===== src/rtl/mul_4b.sv =====
// rtl/mul_4b.sv - sequential 4x4 unsigned shift-and-add multiplier
//
// Free-running loop: one LOAD edge samples the operands, four CALC edges
// accumulate one partial product each, and the last CALC edge publishes
// the product. Iterations repeat back to back every 5 clocks.
//
// Ports:
//   clk  in   1  clock, rising edge
//   a    in   4  multiplicand, unsigned, sampled on LOAD edges only
//   b    in   4  multiplier, unsigned, sampled on LOAD edges only
//   z    out  8  registered product a*b, updated on the final CALC edge
//   rst  in   1  synchronous active-high reset, priority over all updates

module mul_4b (
  input  logic       clk,
  input  logic [3:0] a,
  input  logic [3:0] b,
  output logic [7:0] z,
  input  logic       rst
);

  typedef enum logic {
    LOAD = 1'b0,
    CALC = 1'b1
  } state_t;

  state_t     state;
  logic [7:0] areg;
  logic [3:0] breg;
  logic [7:0] acc;
  logic [1:0] cnt;
  logic [7:0] sum;

  // Next accumulator value; the true sum never exceeds 225 so 8 bits suffice.
  assign sum = acc + (breg[0] ? areg : 8'd0);

  always_ff @(posedge clk) begin
    if (rst) begin
      state <= LOAD;
      areg  <= 8'd0;
      breg  <= 4'd0;
      acc   <= 8'd0;
      cnt   <= 2'd0;
      z     <= 8'd0;
    end else begin
      case (state)
        LOAD: begin
          areg  <= {4'b0000, a};
          breg  <= b;
          acc   <= 8'd0;
          cnt   <= 2'd0;
          state <= CALC;
        end
        CALC: begin
          acc  <= sum;
          areg <= areg << 1;
          breg <= breg >> 1;
          cnt  <= cnt + 2'd1;
          // Fourth step: sum already holds the complete product.
          if (cnt == 2'd3) begin
            z     <= sum;
            state <= LOAD;
          end
        end
        default: state <= LOAD;
      endcase
    end
  end

endmodule


===== config.mk =====
export PLATFORM = sky130hd
export DESIGN_NAME = mul_4b
export DESIGN_NICKNAME = d
export VERILOG_FILES = /design/src/rtl/mul_4b.sv
export SDC_FILE = /design/constraint.sdc
export NUM_CORES = 1
export LEC_CHECK = 0
export ABC_CLOCK_PERIOD_IN_PS = 3600
export BUFFER_PORTS_ARGS = -buffer_cell sky130_fd_sc_hd__buf_2
export CORE_MARGIN = 2
export CORE_UTILIZATION = 58
export DETAILED_ROUTE_END_ITERATION = 12
export GPL_TIMING_DRIVEN = 0
export MAX_ROUTING_LAYER = met4
export PLACE_DENSITY_LB_ADDON = 0.1
export SETUP_SLACK_MARGIN = 0.2
export SYNTH_ARGS = -nofsm -noshare
export SYNTH_HDL_FRONTEND = slang
export SYNTH_SLANG_ARGS = --single-unit

===== constraint.sdc =====
create_clock -name clk -period 3.6 [get_ports clk]
set_clock_uncertainty 0.15 [all_clocks]
set_input_delay 0.72 -clock clk [delete_from_list [all_inputs] [get_ports clk]]
set_output_delay 0.72 -clock clk [all_outputs]
set_load 0.005 [all_outputs]

==> Word-level counts from Yosys, hierarchy flattened <==
Cells that the tools add are included.
{ "word_totals": {"romBits": 0, "latchBits": 0, "word_cells": 18, "in_bits": 10, "mem_bits_rw": 0, "register_bits": 31, "memories": 0} }
{ "classes": {"shift": 0, "eq_ne": 1, "reduce_logical": 1, "magnitude_cmp": 0, "bitwise": 1, "add_sub_neg": 2, "multipliers": 0, "div": 0, "n_mux": 7} }
{ "op_table": {"columns": ["operator", "n"], "rows": [
  ["8-bit case mux with 2 select lines", 2],
  ["8-bit adder", 1],
  ["8-bit two-way mux", 1],
  ["4-bit case mux with 2 select lines", 1],
  ["2-bit case mux with 2 select lines", 1],
  ["2-bit by 1-bit adder with 2-bit output, second input constant", 1],
  ["2-bit equality test, second input constant", 1],
  ["1-bit case mux with 2 select lines", 1],
  ["2-bit AND reduction", 1],
  ["1-bit two-way mux", 1],
  ["1-bit inverter", 1]
]} }

==> Logic depth before layout (Yosys ltp) <==
Gate-level depths: netlist (run 1).
{ "depth": {"ltp_word": 3, "depth_mapped": 9, "mapped_depth_nobuf": 9} }

==> Worst setup path before layout (run 1) <==
OpenSTA, ideal clock, no wires.
{ "synth_path": {"path_kind": "register -> register", "start": "register breg[0]", "end": "register z[6]", "period_less_slack_ns": 2.232, "setup_ns": 0.117, "t_arrival_ns": 1.965, "path_stages_with_launch": 10, "path_buffers": 0, "setup_slack_ns": 1.368, "cell_sequence": "dfxtp_1 and2_1 ha_1 inv_1 fa_1 nor2b_4 o31a_1 o21a_1 or3_1 a32o_1"} }
{ "synth_via": {"elab_chain_cells": 2} }
{ "synth_lines": {"columns": ["element", "line_no", "text"], "rows": [
  ["start: declaration", "29", "logic [3:0] breg;"],
  ["start signal: assignment", "57", "breg <= breg >> 1;"],
  ["8-bit two-way mux", "35", "assign sum = acc + (breg[0] ? areg : 8'd0);"],
  ["8-bit adder", "35", null],
  ["end signal: assignment", "61", "z <= sum;"],
  ["end: declaration", "18", "output logic [7:0] z,"]
]} }
Every way passes these cells.
A chain may end at the register's enable or synchronous reset.

==> Worst setup path after layout (run 1) <==
Same ends and word-level chain as after synthesis.

==> flow_summary.yaml, run 1 <==
status:
  status: "finished, final reports clean"
drt:
  viasPerCell: 5.15
  finalWirelength_microns: 2160
  drc: 0
  drt_first_pass_iters: 4
  wl_per_cell_microns: 12.1
  drt-initial-drc-count: 8
  ant_nets: 0
  num_vias: 917
synthesis:
  synth_fa_ha_area_frac: 0.0959
  synthSimpleGateAreaFrac: 0.189
  yosysSeqAreaShare: 0.496
  synth_fp_nets: 145
  synthDistinctLibCells: 28
  synthXorXnorAreaFrac: 0.0350
  synth_top_family_by_area: "simple AND/OR/NAND/NOR gates"
  ys_ff_latch: 31
  synth-compound-area-share: 0.121
  synthCells: 126
  avgSynthCellArea_sq_um: 9.94
  ys_warn_count: 0
  syn-cell-area_sq_um: 1250
  synth.mux.area_fraction: 0.0480
timing:
  setup_tns_ns: 0
  min_period_ns: 2.42
  timing.final.crit_share: 0.673
  slew_viol_final: 0
  rsz0062_at_grt: "false"
  fmax_mhz: 413
  worst_pin_slew_ns: 0.721
  finalHoldViolCount: 0
  slew_headroom: 0.519
  setup_violations: 0
setup_path:
  worstPathArrival_ns: 2.50
  critPathTopFamily: "compound AO/OA/AOI/OAI gates"
  crit_required_ns: 3.67
  crit_type: "flop to flop"
  end_kind: "flop"
  slowest_stage: "dfxtp_1"
  crit_fanout: 8
  crit_chain: "and2_1 > ha_1 > inv_1 > fa_1 > nor2b_4 > o31a_1 > o21a_1 > or3_1 > a32o_1"
  cp-start-kind: "flop"
  crit_buf_inv: 1
  max_stage_delay_ns: 0.38
grt:
  grt_pass1_wl_microns: 3800
  grt_max_degree: 11
  gr-total-overflow: 0
  grt_pass1_vias: 893
  grt_antenna_before_repair: 0
  grt_usage: 0.211
finish:
  num_antenna_cells: 0
  final_cell_mix: "dfxtp_1, buf_2, nor2_1"
  final_common_cell: "dfxtp_1"
  syn_to_final_growth_pct: 13.5
  drive_above_1_share: 0.172
  nets: 169
  fillerInstances: 160
pwr:
  power.density_nw_per_um2: 399
  power_leakage_nw: 0.651
  power.total_uw: 567
  ir_drop_uv: 276
die:
  dieArea_sq_um: 2550
  die_w_microns: 50.5
  ioPinCount: 18
  start_util: 0.626
  core_area_sq_um: 2000
  rows: 16
  die_h_microns: 50.5
clock_tree:
  cts_max_path_buffers: 2
  cts_sinks: 31
  cts_root_buf: "clkbuf_4"
  htree_levels: 2
  worstSkewPairLatency_ns: 0.33
  ctsHoldBuffers: 0
  tritoncts: "done"
  post_cts_buffers: 0
  cts_resized: 0
  cts_buffers: 5
  clk_pin_slew_ns: 0.09
place:
  dp_hpwl_microns: 1660
  port_buffers: 17
  gp_congestion: 0.854
job:
  drv_cap: 0
worst_hold_path:
  min_path_type: "flop to flop"
final timing paths:
kind,startpoint,endpoint,slack [ns],cells past startpoint
max,breg[0],z[6],1.18,9
min,cnt[0],cnt[0],0.27,1
max reg2reg,breg[0],z[6],1.18,9
min reg2reg,cnt[0],cnt[0],0.27,1
layer usage:
layer,vias to the layer above,track usage,part of all wire
met5,-,-,0
met4,0,0.0541,0.0028
met3,2,0.0804,0.056
met2,23,0.357,0.51
met1,417,0.233,0.43
li1,475,-,-
registers in the layout (all words and copies together), names as in the netlist:
signal	count
cnt	2
breg	4
areg	8
acc	8
state	1
z	8
kinds of logic (layout without fill, tap and decap cells):
logic type / Yosys count / in the layout
AND/OR/NAND/NOR: 46 / 46
flip-flops: 31 / 31
AO/OA/AOI/OAI: 24 / 24
adder cells (fa/ha/maj): 9 / 9
multiplexers: 6 / 6
XOR/XNOR: 5 / 5
buffers and inverters: 5 / 30
worst register-to-register path, stage by stage, from the launching register on:
cell	delay (ns)
dfxtp_1	0.38
and2_1	0.16
ha_1	0.21
inv_1	0.08
fa_1	0.24
nor2b_4	0.06
o31a_1	0.26
o21a_1	0.18
or3_1	0.33
a32o_1	0.27
metrics by stage:
step | instances | worst slack (ns) | utilization | hold WS, ns | cell area (sq um)
2_1_floorplan | 126 | 1.37 | - | 0.249 | 1250
3_3_place_gp | 170 | 1.23 | 0.685 | 0.257 | 1370
3_5_place_dp | 170 | 1.19 | 0.685 | 0.265 | 1370
4_1_cts | 178 | 1.17 | 0.710 | 0.279 | 1420
5_1_grt | 178 | 1.03 | 0.710 | 0.313 | 1420
6_report | 178 | 1.18 | 0.710 | 0.274 | 1420
power by group:
group          switching [mW]  internal (mW)  total, mW
logic                  0.0143         0.0120     0.0264
clock network           0.111         0.0759      0.187
registers             0.00355          0.350      0.353
total                   0.129          0.438      0.567
area by class of cell:
cell class	count	area (sq um)	area share
clock inverters	1	5.00	0.00352
plain buffers	2	8.76	0.00616
flip-flops and latches	31	621	0.437
multi-input cells	90	612	0.430
clock buffers	7	45.0	0.0317
repair buffers	17	85.1	0.0599
well taps	27	33.8	0.0238
inverters	3	11.3	0.00792
synth_stat cells:
| master | instances | area share |
|---|---|---|
| nand2_1 | 10 | 0.030 |
| nor2_1 | 15 | 0.045 |
| o31a_1 | 1 | 0.0070 |
| a21o_1 | 1 | 0.0060 |
| dfxtp_1 | 31 | 0.50 |
| mux2i_1 | 6 | 0.048 |
| o21bai_1 | 1 | 0.0060 |
| nor2b_4 | 1 | 0.011 |
| and2_1 | 14 | 0.070 |
| a22o_1 | 2 | 0.014 |
| inv_1 | 3 | 0.0090 |
| or3_1 | 1 | 0.0050 |
| buf_2 | 1 | 0.0040 |
| o211ai_1 | 1 | 0.0060 |
| a21oi_1 | 5 | 0.020 |
| nor2b_1 | 1 | 0.0050 |
| fa_1 | 1 | 0.016 |
| a32o_1 | 1 | 0.0080 |
| and3_2 | 1 | 0.0060 |
| xor2_1 | 4 | 0.028 |
| xnor2_1 | 1 | 0.0070 |
| nor3b_1 | 2 | 0.012 |
| ha_1 | 8 | 0.080 |
| a211oi_1 | 1 | 0.0060 |
| o21a_1 | 2 | 0.012 |
| clkbuf_1 | 1 | 0.0030 |
| nand2b_1 | 1 | 0.0050 |
| o21ai_0 | 9 | 0.036 |
(Power assumes the default switching activity.)
==> run 2: changes to the inputs <==
--- a/config.mk
+++ b/config.mk
@@ -5,10 +5,10 @@
 export SDC_FILE = /design/constraint.sdc
 export NUM_CORES = 1
 export LEC_CHECK = 0
-export ABC_CLOCK_PERIOD_IN_PS = 3600
+export ABC_CLOCK_PERIOD_IN_PS = 2300
 export BUFFER_PORTS_ARGS = -buffer_cell sky130_fd_sc_hd__buf_2
 export CORE_MARGIN = 2
-export CORE_UTILIZATION = 58
+export CORE_UTILIZATION = 54
 export DETAILED_ROUTE_END_ITERATION = 12
 export GPL_TIMING_DRIVEN = 0
 export MAX_ROUTING_LAYER = met4
==> constraint.sdc (replaced) <==
create_clock -name clk -period 2.3 [get_ports clk]
set_clock_uncertainty 0.15 [all_clocks]
set_input_delay 0.46 -clock clk [delete_from_list [all_inputs] [get_ports clk]]
set_output_delay 0.46 -clock clk [all_outputs]
set_load 0.005 [all_outputs]
==> run 2 against run 1 <==
Compared with the run above:
- power grew 84%
- sequential power is 57% higher
- cell area up 7.6%
- flip-flop and latch count is the same
- highest routed layer unchanged
==> flow_summary.yaml, run 2 (synthesis gave the netlist of run 1 again) <==
job:
  drv_cap: 0
clock_tree:
  cts_buffers: 5
  worstSkewPairLatency_ns: 0.34
  cts_root_buf: "clkbuf_4"
  cts_sinks: 31
  ctsHoldBuffers: 0
  cts_max_path_buffers: 2
  htree_levels: 2
  tritoncts: "done"
  clk_pin_slew_ns: 0.11
timing:
  worst_pin_slew_ns: 0.793
  finalHoldViolCount: 0
  rsz0062_at_grt: "true"
  timing.final.crit_share: 0.969
  setup_tns_ns: 0
  fmax_mhz: 449
  slew_headroom: 0.471
  timing.hold.ws_ns: 0.203
  worst_slack_ns: 0.0720
  setup_violations: 0
  min_period_ns: 2.23
  slew_viol_final: 0
setup_path:
  cp-start-kind: "flop"
  crit_chain: "and2_4 > ha_4 > inv_2 > fa_2 > nor2b_4 > o31a_1 > o21a_1 > or3_4 > a32o_1"
  crit_type: "flop to flop"
  slowest_stage: "dfxtp_4"
  crit_required_ns: 2.39
  crit_fanout: 5
  critical_path_depth: 9
  max_stage_delay_ns: 0.37
  r2r_start: "breg[0]"
  cp-startpoint: "breg[0]"
  crit_buf_inv: 1
  r2r_cells: 9
  end_kind: "flop"
  worstPathArrival_ns: 2.31
  critPathTopFamily: "compound AO/OA/AOI/OAI gates"
die:
  ioPinCount: 18
  rows: 17
  start_util: 0.566
  die_w_microns: 52.2
  core_area_sq_um: 2210
  die_h_microns: 52.2
  dieArea_sq_um: 2720
pwr:
  ir_drop_uv: 592
  power_leakage_nw: 0.680
  power.density_nw_per_um2: 681
place:
  port_buffers: 17
  dp_slack_ns: -0.0155
  placedCellCount: 171
  gp_congestion: 0.854
  dp_hpwl_microns: 1560
finish:
  final_common_cell: "dfxtp_1"
  syn_to_final_growth_pct: 22.1
  final_util: 0.691
  final_cell_mix: "dfxtp_1, buf_2, nor2_1"
  nets: 172
  num_antenna_cells: 0
  drive_above_1_share: 0.253
  fin_cells: 182
  largestRegisters: "acc (8), areg (8), z (8)"
drt:
  num_vias: 911
  finalWirelength_microns: 2190
  ant_nets: 0
  viasPerCell: 5.01
  drc: 0
  drt_first_pass_iters: 5
  drt-initial-drc-count: 6
  wl_per_cell_microns: 12.0
status:
  status: "finished, final reports clean"
grt:
  grt_pass1_vias: 927
  grt_pass1_wl_microns: 3860
  grt_usage: 0.208
  gr-total-overflow: 0
  grt_antenna_before_repair: 0
  grt_max_degree: 11
worst_hold_path:
  min_path_type: "input port to flop"
  hold_path_depth: 3
  hp-start: "a[2]"
## run 2: cell count changes in the layout (fill, tap and decap cells not counted), sizes merged
cell	previous run	this run
buf	18	21
bufinv	0	1
clkbuf	8	7
## run 2: power by group
part | total, mW | switching [mW] | internal [mW]
Sequential | 0.553 | 0.00589 | 0.547
Combinational | 0.0445 | 0.0235 | 0.0210
Clock | 0.444 | 0.187 | 0.257
## run 2: cell type report
class / instances / area, sq um
Fill cell: 185 / 683
Clock inverter: 2 / 35.0
Inverter: 3 / 11.3
Tap cell: 28 / 35.0
Timing Repair Buffer: 20 / 108
Sequential cell: 31 / 624
Buffer: 2 / 8.76
Clock buffer: 6 / 51.3
Multi-Input combinational cell: 90 / 656
## run 2: worst paths after layout
path | end | slack (ns)
min | areg[2] | 0.20
max | z[6] | 0.07
min reg2reg | cnt[0] | 0.29
max reg2reg | z[6] | 0.07
## run 2: timing repair
item | 4_1_cts | 5_1_grt
buffers inserted | 3 | 0
endpoints found under the setup margin | 2 | 4
pin swaps | 3 | 0
hold endpoints to repair | 0 | 0
resized for setup | 5 | 2
## run 2: per-layer routing
layer / vias to the layer above / track usage / routed length [microns]
li1: 477 / - / -
met4: 0 / 0.0855 / 47
met3: 7 / 0.0948 / 102
met5: - / - / 0
met2: 20 / 0.329 / 1010
met1: 407 / 0.228 / 1030
## run 2: through the flow
step / power (mW) / instance area [sq um]
2_1_floorplan: 0.592 / 1260
4_1_cts: 1.04 / 1510
6_report: 1.04 / 1530
3_3_place_gp: 0.606 / 1380
3_5_place_dp: 0.608 / 1380
5_1_grt: 1.08 / 1530
## run 2: tightest hold or removal path: cells and delay by family
family	cells	cell delay, ns
and+or+nand+nor	1	0.08
buffers and inverters	1	0.07
muxes	1	0.05
==> run 3: changes to the inputs <==
--- a/config.mk
+++ b/config.mk
@@ -6,9 +6,9 @@
 export NUM_CORES = 1
 export LEC_CHECK = 0
 export ABC_CLOCK_PERIOD_IN_PS = 2300
-export BUFFER_PORTS_ARGS = -buffer_cell sky130_fd_sc_hd__buf_2
+export BUFFER_PORTS_ARGS = -buffer_cell sky130_fd_sc_hd__buf_4
 export CORE_MARGIN = 2
-export CORE_UTILIZATION = 54
+export CORE_UTILIZATION = 38
 export DETAILED_ROUTE_END_ITERATION = 12
 export GPL_TIMING_DRIVEN = 0
 export MAX_ROUTING_LAYER = met4
==> run 3 against run 2 <==
Compared with the run above:
- global-route usage down 5.4 points
- wire length up 4.2%
- maximum frequency down 1.6%
- count of clock-buffer cells in the layout unchanged
- final cell count up 8.2%
- critical path type unchanged
- critical endpoint unchanged
- largest power group unchanged
==> flow_summary.yaml, run 3 (synthesis gave the netlist of run 1 again) <==
setup_path:
  crit_end: "z[6]"
  slowest_stage: "dfxtp_4"
  crit_required_ns: 2.38
  r2r_start: "breg[0]"
  critPathTopFamily: "compound AO/OA/AOI/OAI gates"
  end_kind: "flop"
  cp-startpoint: "breg[0]"
  critical_path_depth: 9
  r2r_cells: 9
  max_stage_delay_ns: 0.36
  worstPathArrival_ns: 2.34
  crit_chain: "and2_4 > ha_4 > inv_2 > fa_2 > nor2b_4 > o31a_1 > o21a_1 > or3_4 > a32o_1"
  r2r_end: "z[6]"
  crit_fanout: 4
  crit_type: "flop to flop"
  crit_buf_inv: 1
  cp-start-kind: "flop"
  reg2reg_slack_ns: 0.04
timing:
  setup_violations: 0
  finalHoldViolCount: 0
  slew_headroom: 0.478
  slew_viol_final: 0
  worst_slack_ns: 0.0366
  timing.final.crit_share: 0.984
  worst_pin_slew_ns: 0.782
  fmax_mhz: 442
  min_period_ns: 2.26
  rsz0062_at_grt: "true"
drt:
  num_vias: 921
  viasPerCell: 4.68
  drc: 0
  finalWirelength_microns: 2280
  drt_first_pass_iters: 4
  ant_nets: 0
  drt-initial-drc-count: 6
  wl_per_cell_microns: 11.6
grt:
  grt_antenna_before_repair: 0
  use_met2: 0.249
  gr-total-overflow: 0
  grt_pass1_vias: 890
  grt_max_degree: 11
  grt_use_met1: 0.165
  use_met3: 0.0630
  grt_pass1_wl_microns: 3890
  grt_usage: 0.155
  busiest_layer: "met2"
clock_tree:
  htree_levels: 2
  worstSkewPairLatency_ns: 0.33
  cts_buffers: 5
  ctsHoldBuffers: 0
  cts_sinks: 31
  cts_max_path_buffers: 2
  clk_pin_slew_ns: 0.09
  tritoncts: "done"
  cts_root_buf: "clkbuf_4"
finish:
  largestRegisters: "acc (8), areg (8), z (8)"
  final_cell_mix: "dfxtp_1, buf_4, nor2_1"
  num_antenna_cells: 0
  fillerInstances: 332
  drive_above_1_share: 0.248
  design_area_sq_um: 1560
  syn_to_final_growth_pct: 24.7
  nets: 172
  final_common_cell: "dfxtp_1"
place:
  port_buffers: 17
  dp_hpwl_microns: 1620
  place_area_sq_um: 1440
  dp_slack_ns: -0.0295
  gp_congestion: 0.799
die:
  core_area_sq_um: 3100
  die_w_microns: 61.4
  ioPinCount: 18
  die_h_microns: 61.4
  rows: 20
  dieArea_sq_um: 3770
  start_util: 0.404
job:
  drv_cap: 0
pwr:
  power_leakage_nw: 0.672
  power.density_nw_per_um2: 588
  ir_drop_uv: 314
status:
  status: "finished, final reports clean"
worst_hold_path:
  min_path_type: "input port to flop"
[run 3: cell count changes in the layout (fill, tap and decap cells not counted), sizes merged]
cell	delta
bufinv	-1
[run 3: per-stage QoR]
step           power [mW]  hold WS (ns)   util  setup TNS (ns)  instances
5_1_grt             0.974         0.219  0.503         -0.0405        197
3_3_place_gp        0.612         0.257  0.465         -0.0152        187
6_report            0.918         0.208  0.503               0        197
4_1_cts             0.928         0.196  0.498               0        196
2_1_floorplan       0.592         0.249      -               0        126
3_5_place_dp        0.613         0.267  0.465         -0.0295        187
[run 3: worst reg2reg max path, stage by stage (launching register included)]
cell     delay [ns]
dfxtp_4        0.36
and2_4         0.14
ha_4           0.15
inv_2          0.05
fa_2           0.23
nor2b_4        0.05
o31a_1         0.25
o21a_1         0.18
or3_4          0.33
a32o_1         0.26
[run 3: cell type report]
| type | instances | area (sq um) | area share |
|---|---|---|---|
| Buffer | 2 | 8.76 | 0.00561 |
| Clock buffer | 6 | 51.3 | 0.0329 |
| Clock inverter | 1 | 5.00 | 0.00321 |
| Inverter | 3 | 11.3 | 0.00721 |
| Multi-Input combinational cell | 90 | 656 | 0.420 |
| Sequential cell | 31 | 624 | 0.400 |
| Tap cell | 44 | 55.1 | 0.0353 |
| Timing Repair Buffer | 20 | 150 | 0.0962 |
[run 3: where the power goes]
| part | switching [mW] | leakage, nW | internal [mW] | total (mW) |
|---|---|---|---|---|
| sequential | 0.00524 | 0.253 | 0.547 | 0.552 |
| clock | 0.174 | 0.0341 | 0.141 | 0.315 |
| combinational | 0.0248 | 0.385 | 0.0253 | 0.0500 |
| total | 0.204 | 0.672 | 0.714 | 0.918 |
[run 3: worst min path at each step]
stage,depth (start not counted),slack [ns],end,startpoint
5_1_grt,2,0.22,areg[0],a[0]
3_3_place_gp,1,0.26,cnt[0],cnt[0]
4_1_cts,3,0.20,breg[0],b[0]
2_1_floorplan,1,0.25,cnt[0],cnt[0]
6_report,3,0.21,breg[2],b[2]
3_5_place_dp,1,0.27,cnt[0],cnt[0]
[run 3: timing repair]
action / 4_1_cts / 5_1_grt
endpoints found under the setup margin: 2 / 4
setup buffers: 2 / 1
pin swaps: 1 / 1
resized for setup: 5 / 2
[run 3: layer usage]
layer	part of all wire	wire (microns)
met1	0.46	1050
met2	0.47	1070
met3	0.051	116
met4	0.021	49
met5	0	0
